<file path="config.mk">
export PLATFORM = sky130hd
export DESIGN_NAME = bin_to_bcd_seq
export DESIGN_NICKNAME = d
export VERILOG_FILES = /design/src/rtl/bin_to_bcd_seq_pkg.sv /design/src/rtl/bin_to_bcd_seq_add3.sv /design/src/rtl/bin_to_bcd_seq.sv
export SDC_FILE = /design/constraint.sdc
export NUM_CORES = 1
export LEC_CHECK = 0
export BUFFER_PORTS_ARGS = -buffer_cell sky130_fd_sc_hd__buf_4
export CAP_MARGIN = 5
export CORE_MARGIN = 2
export CORE_UTILIZATION = 62
export CTS_BUF_LIST = sky130_fd_sc_hd__clkbuf_8 sky130_fd_sc_hd__clkbuf_16
export DETAILED_ROUTE_END_ITERATION = 10
export PLACE_DENSITY = 0.95
export SLEW_MARGIN = 20
export SYNTH_ARGS = -nofsm -noshare
export SYNTH_HDL_FRONTEND = slang
export SYNTH_SLANG_ARGS = --single-unit
</file>
<file path="constraint.sdc">
create_clock -name clk -period 4.5 [get_ports clk]
set_input_delay 0.9 -clock clk [delete_from_list [all_inputs] [get_ports clk]]
set_output_delay 0.9 -clock clk [all_outputs]
set_load 0.005 [all_outputs]
</file>
<file path="src/rtl/bin_to_bcd_seq_pkg.sv">
// Shared types and constants for the sequential binary-to-BCD converter.
package bin_to_bcd_seq_pkg;

  typedef enum logic [1:0] {
    IDLE  = 2'd0,
    SHIFT = 2'd1,
    DONE  = 2'd2
  } state_e;

  localparam int         DIGIT_W   = 4;
  localparam logic [3:0] BCD_BLANK = 4'hF;
  localparam logic [3:0] BCD_NINE  = 4'h9;

endpackage

</file>
<file path="src/rtl/bin_to_bcd_seq_add3.sv">
// Double-dabble correction cell: a digit of 5 or more gets +3 before the shift.
module bcd_add3
  import bin_to_bcd_seq_pkg::*;
(
  input  logic [DIGIT_W-1:0] din,
  output logic [DIGIT_W-1:0] dout
);

  always_comb begin
    dout = din;
    if (din >= 4'd5) dout = din + 4'd3;
  end

endmodule

</file>
<file path="src/rtl/bin_to_bcd_seq.sv">
// Sequential shift-add-3 binary to packed-BCD converter with start/done handshake.
// Optional leading-zero blanking is enabled with `define BCD_LEAD_ZERO_BLANK_EN.
module bin_to_bcd_seq
  import bin_to_bcd_seq_pkg::*;
#(
  parameter int BIN_W  = 27,
  parameter int DIGITS = 8
) (
  input  logic                      clk,
  input  logic                      reset,
  input  logic                      start,
  input  logic [BIN_W-1:0]          bin_in,
  output logic                      busy,
  output logic                      done,
  output logic [DIGIT_W*DIGITS-1:0] bcd_out,
  output logic                      overflow,
  output state_e                    dbg_state
);

  localparam int BCD_W = DIGIT_W * DIGITS;
  localparam int CNT_W = $clog2(BIN_W + 1);

  // Handshake: start is taken only in IDLE when no done pulse is showing;
  // busy covers the cycle after the accepted start through the done cycle.
  state_e             state_q, state_d;
  logic [CNT_W-1:0]   cnt_q, cnt_d;
  logic [BIN_W-1:0]   shift_q, shift_d;
  logic [BCD_W-1:0]   bcd_q, bcd_d;
  logic               ovf_q, ovf_d;
  logic [BCD_W-1:0]   bcd_out_q, bcd_out_d;
  logic               overflow_q, overflow_d;
  logic               done_q, done_d;
  logic               busy_q, busy_d;

  logic [BCD_W-1:0]   adj;
  logic [BCD_W-1:0]   shifted_bcd;
  logic [BIN_W-1:0]   shifted_bin;
  logic               carry_out;
  logic [BCD_W-1:0]   disp;

  for (genvar g = 0; g < DIGITS; g++) begin : g_add3
    bcd_add3 u_add3 (
      .din  (bcd_q[g*DIGIT_W +: DIGIT_W]),
      .dout (adj[g*DIGIT_W +: DIGIT_W])
    );
  end

  // The bit falling off the top digit lands in carry_out (overflow capture).
  assign {carry_out, shifted_bcd, shifted_bin} = {adj, shift_q, 1'b0};

  always_comb begin
    disp = bcd_q;
`ifdef BCD_LEAD_ZERO_BLANK_EN
    begin
      logic lead;
      lead = 1'b1;
      // Digit 0 is never blanked so a zero result still shows "0".
      for (int k = DIGITS - 1; k >= 1; k--) begin
        if (lead && (bcd_q[k*DIGIT_W +: DIGIT_W] == 4'd0)) begin
          disp[k*DIGIT_W +: DIGIT_W] = BCD_BLANK;
        end else begin
          lead = 1'b0;
        end
      end
    end
`endif
  end

  always_comb begin
    state_d    = state_q;
    cnt_d      = cnt_q;
    shift_d    = shift_q;
    bcd_d      = bcd_q;
    ovf_d      = ovf_q;
    bcd_out_d  = bcd_out_q;
    overflow_d = overflow_q;
    done_d     = 1'b0;
    case (state_q)
      IDLE: begin
        if (start && !done_q) begin
          shift_d = bin_in;
          bcd_d   = '0;
          ovf_d   = 1'b0;
          cnt_d   = CNT_W'(BIN_W);
          state_d = SHIFT;
        end
      end
      SHIFT: begin
        bcd_d   = shifted_bcd;
        shift_d = shifted_bin;
        ovf_d   = ovf_q | carry_out |
                  (shifted_bcd[BCD_W-1 -: DIGIT_W] > 4'd9);
        cnt_d   = cnt_q - CNT_W'(1);
        if (cnt_q == CNT_W'(1)) state_d = DONE;
      end
      DONE: begin
        done_d  = 1'b1;
        state_d = IDLE;
        if (ovf_q) begin
          bcd_out_d  = {DIGITS{BCD_NINE}};
          overflow_d = 1'b1;
        end else begin
          bcd_out_d  = disp;
          overflow_d = 1'b0;
        end
      end
      default: state_d = IDLE;
    endcase
    busy_d = (state_d != IDLE) || done_d;
  end

  always_ff @(posedge clk or negedge reset) begin
    if (!reset) begin
      state_q    <= IDLE;
      cnt_q      <= '0;
      shift_q    <= '0;
      bcd_q      <= '0;
      ovf_q      <= 1'b0;
      bcd_out_q  <= '0;
      overflow_q <= 1'b0;
      done_q     <= 1'b0;
      busy_q     <= 1'b0;
    end else begin
      state_q    <= state_d;
      cnt_q      <= cnt_d;
      shift_q    <= shift_d;
      bcd_q      <= bcd_d;
      ovf_q      <= ovf_d;
      bcd_out_q  <= bcd_out_d;
      overflow_q <= overflow_d;
      done_q     <= done_d;
      busy_q     <= busy_d;
    end
  end

  assign busy      = busy_q;
  assign done      = done_q;
  assign bcd_out   = bcd_out_q;
  assign overflow  = overflow_q;
  assign dbg_state = state_q;

endmodule

</file>
## Word level (Yosys, flattened, before mapping)

Cells that the tools add are included.

- Add/subtract/negate cells: 9
- $lt $le $gt $ge: 9
- Equal/unequal tests: 4
- Mux-type cells: 22
- Bitwise logic cells: 2
- Reduce and logical (&&, ||, !) cells: 7

Operator list:

| cell | count |
|---|---|
| $mux 32 | 2 |
| $pmux 32 s2 | 1 |
| $pmux 27 s2 | 1 |
| $add 4x2->4 const B | 8 |
| $ge 4x3->1 const B | 8 |
| $mux 4 | 8 |
| $mux 27 | 1 |
| $pmux 5 s2 | 1 |
| $eq 5x1->1 const B | 1 |
| $mux 5 | 1 |
| $sub 5x1->5 const B | 1 |
| $gt 4x4->1 const B | 1 |
| $mux 2 | 2 |
| $pmux 2 s2 | 1 |
| $reduce_bool 2->1 | 2 |
| $mux 1 | 3 |
| $eq 2x1->1 const B | 1 |
| $eq 2x2->1 const B | 1 |
| $logic_not 2->1 | 1 |
| $ne 2x2->1 const B | 1 |
| $or 1x1->1 | 2 |
| $pmux 1 s2 | 1 |
| $reduce_and 2->1 | 1 |
| $logic_and 1x1->1 | 1 |
| other kinds (2) | 2 |

- Bits in registers: 102
- Input bits: 30
- Word-level logic and storage cells: 62

## Logic depth before layout (Yosys ltp)

- Word-level depth: 6
- Depth in mapped cells: 7
- Gate-level depth less buffers: 6

## By module

A second synthesis with hierarchy kept.

- Cells, all modules: 572
- Area total of the unflattened synthesis: 5011.1 µm²

By module, submodules not included:

| module | instances | cells each | area an instance (µm²) | seq. area each (µm²) |
|---|---|---|---|---|
| bin_to_bcd_seq | 1 | 444 | 4200.3 | 2552.4 |
| bcd_add3 | 8 | 16 | 101.3 | 0.0 |

## Worst setup path before layout

OpenSTA, ideal clock, no wires.

- Path type: input port to flip-flop
- Start: in start
- End: reg bcd_q[31]
- Arrival: 1.864 ns
- Required time: 4.379 ns
- Path slack: 2.515 ns
- Stages: 5
- Cell sequence: or4b_1 > buf_2 > nand2_4 > o31ai_1 > a22o_1

- Longest elaborated chain between the ends: 3

Ends and longest elaborated chain:

| what | line | source |
|---|---|---|
| start: declaration | bin_to_bcd_seq.sv:11 | `input logic start,` |
| $logic_and 1x1->1 | bin_to_bcd_seq.sv:80 | `if (start && !done_q) begin` |
| $ne 2x2->1 (no line) | - |  |
| $reduce_and 2->1 (no line) | - |  |
| end signal: assignment | bin_to_bcd_seq.sv:117 | `bcd_q <= '0;` |
| end signal: assignment | bin_to_bcd_seq.sv:127 | `bcd_q <= bcd_d;` |
| end: declaration | bin_to_bcd_seq.sv:28 | `logic [BCD_W-1:0] bcd_q, bcd_d;` |

Every way passes these cells.
A chain may end at the register's enable or synchronous reset.

## Worst setup path in the final report

Ends and elaborated chain as after synthesis.

==> flow_summary.ini <==
[sta]
setup_viol = 0
fin_skew_ps = 8.33
maxSlewViolCount = 0
clock.fmax_ghz = 0.478
final_hold_viol_count = 0
final.min_clock_period_ps = 2090
fin_setup_tns_ps = 0
whs_ps = 488
rsz0062_at_grt = false
worst_pin_slew_ps = 1060
max_slew_margin_pct = 29.1
fin_crit_sh_pct = 46.5

[detailed_routing]
viasPerCell = 5.75
wl_per_cell_um = 14.8
drt_iter0_markers = 263
via_count = 3828
detail_route.first_pass.iterations = 5
wl_um = 9840
drc = 0
ant_nets = 0

[clock_tree]
cts_num_sinks = 102
holdBufCountCts = 0
postCtsResizedCells = 0
cts_buffer_depth = 2
post_cts_buffers = 0
clockRootBuffer = clkbuf_8
cts.clk_slew.worst_paths_ps = 100
h-tree-depth = 3
clock_latency_ps = 370
cts_tree = yes
cts_buffers = 9

[hold_path]
worstHoldStart = bcd_out[18]
hold_end = bcd_out[18]
worstHoldPathCells = 2
hp-class = flop to flop

[finish]
area_growth_pct = 15.2
final_layout_size_suffix_gt1_share_pct = 17.4
stdcell_area_mm2 = 0.00560
multi_input_area_mm2 = 0.00211
ff_latch_area_mm2 = 0.00255
num-fill-cells = 542
n_antenna_cell = 0
nets = 608

[setup_path]
start_kind = primary input
r2r_end = bcd_q[31]
r2r_cells = 4
cp_max_fo = 54
path_buf_inv = 1
crit_chain = buf_4 -> or4b_4 -> nand2_4 -> o31ai_1 -> a22o_1
timing.rr.start = dbg_state[1]
endpoint_kind = flop
criticalPathCategory = primary input to flop
arrival_ps = 2350
slowest_stage = or4b_4
crit_required_ps = 4760
r2r_slack_ps = 2420
cp_slowest_stage_delay_ps = 750
crit_cells = 5
crit_family = simple AND/OR/NAND/NOR gates

[synthesis]
synth_top_area_share_pct = 52.5
ys_ff_latch = 102
synthCells = 515
yosysTopAreaCell = dfrtp_1
synth_area_per_cell_um2 = 9.43
synth_flop_cell = dfrtp_1
synthDistinctLibCells = 35
syn_area_mm2 = 0.00486
seq_area_frac_synth_pct = 52.5
yosys_warnings = 0
synth_edf_count = 0
yosys-top-cells-area = dfrtp_1 (53%), nand2_1 (7.0%), o21ai_0 (5.0%), ha_1 (4.6%), o31ai_1 (3.9%)
async_flop_share_pct = 100
syn-num-nets = 563

[die]
die_w_um = 92.5
io_pins = 67
rows = 32
die-area_mm2 = 0.00856
die_h_um = 92.5
start_util_pct = 63.5
core_mm2 = 0.00765

[global_routing]
grt_pass1_wl_um = 17000
grt_util_all_layers_pct = 24.9
grt_max_degree = 113
antenna_found_initial = 0
grt_pass1_vias = 3724
grt_overflow = 0

[placement]
dpl_cell_area_mm2 = 0.00538
port_buffers = 66
globalplace.congestion = 0.816
dp_hpwl_um = 6300

[pwr]
cellPowerDensity_mw_per_mm2 = 643
cellLeakagePower_nw = 2.62
ir_drop_mv = 0.401

[flow_run]
maxCapViolations = 0

[status]
status = finished, final reports clean
-- sequential cells by signal, indices dropped and copies added (netlist names) --
name / count
bcd_q: 32
overflow: 1
ovf_q: 1
shift_q: 27
done: 1
busy: 1
dbg_state: 2
bcd_out: 32
cnt_q: 5
-- kinds of logic after synthesis --
| group | share of synthesized area, % |
|---|---|
| muxes | 1.83 |
| xor gates and xnor gates | 3.25 |
| AOI/OAI and AO/OA | 15.7 |
| and+or+nand+nor | 17.6 |
| DFF | 52.5 |
| adders and majority gates | 4.64 |
| buffers and inverters | 4.51 |
-- layout by cell type, fill, tap and decap left out, types with 2 or more instances in the layout --
master     netlist  layout
dfrtp_1        102     102
nand2_1         91      91
buf_4            0      68
o21ai_0         49      49
nor2_1          46      46
a31oi_1         27      27
nand3_1         25      25
o31ai_1         25      25
inv_1           19      19
ha_1            18      18
nand2b_1        18      16
xnor2_1          9       9
xor2_1           9       9
clkbuf_8         0       9
a21oi_1          8       8
a32o_1           7       7
mux2_2           7       7
and2_1           3       3
bufinv_16        0       2
clkinv_4         0       2
clkinv_2         0       2
-- cell usage after synthesis, types with 13 or more instances --
cell	n
a31oi_1	27
buf_2	13
clkbuf_1	21
dfrtp_1	102
ha_1	18
inv_1	19
nand2_1	91
nand2b_1	18
nand3_1	25
nor2_1	46
o21ai_0	49
o31ai_1	25
-- worst reg2reg max path, delay by kind of cell (launching register included) --
| family | cells | cell delay, ps |
|---|---|---|
| AO/OA/AOI/OAI | 2 | 370 |
| flip-flops | 1 | 480 |
| AND/OR/NAND/NOR | 2 | 1120 |
-- layer usage --
layer  up-vias  part of all wire, %  track usage, %
met2       130                   49            40.9
met1      1831                   43            33.2
li1       1849                    -               -
met3        18                  5.6            4.96
met4         0                  1.9            8.96
met5         -                    0               0
-- per-stage QoR --
step	power [mW]	setup slack [ps]	utilization (%)	cells
after floorplan	2.59	2520	-	515
after global placement	2.85	1630	70.3	651
after detailed placement	2.97	1580	70.3	651
after CTS	3.61	1970	73.1	666
after global routing	3.90	2280	73.2	666
final	3.60	2410	73.2	666
-- worst max-delay path by stage --
stage	from	end	slack, ps
floorplan	start	bcd_q[31]	2520
detailed placement	start	bcd_q[31]	1580
CTS	start	bcd_q[31]	1970
finish	start	bcd_q[31]	2410
global route	dbg_state[1]	cnt_q[3]	2280
global placement	start	bcd_q[31]	1630
-- report_power, final --
part / internal (mW) / total [mW] / switching [mW]
Combinational: 0.640 / 1.45 / 0.807
Clock: 0.310 / 0.617 / 0.307
Sequential: 1.23 / 1.54 / 0.303
Total: 2.18 / 3.60 / 1.42
-- final cells by class --
| type | count | share of cell area (%) |
|---|---|---|
| well taps | 102 | 2.28 |
| flip-flops and latches | 102 | 45.6 |
| clock buffers | 9 | 2.21 |
| repair buffers | 69 | 9.32 |
| clock inverters | 6 | 1.56 |
| multi-input cells | 359 | 37.7 |
| inverters | 19 | 1.27 |
(Power assumes the default switching activity.)
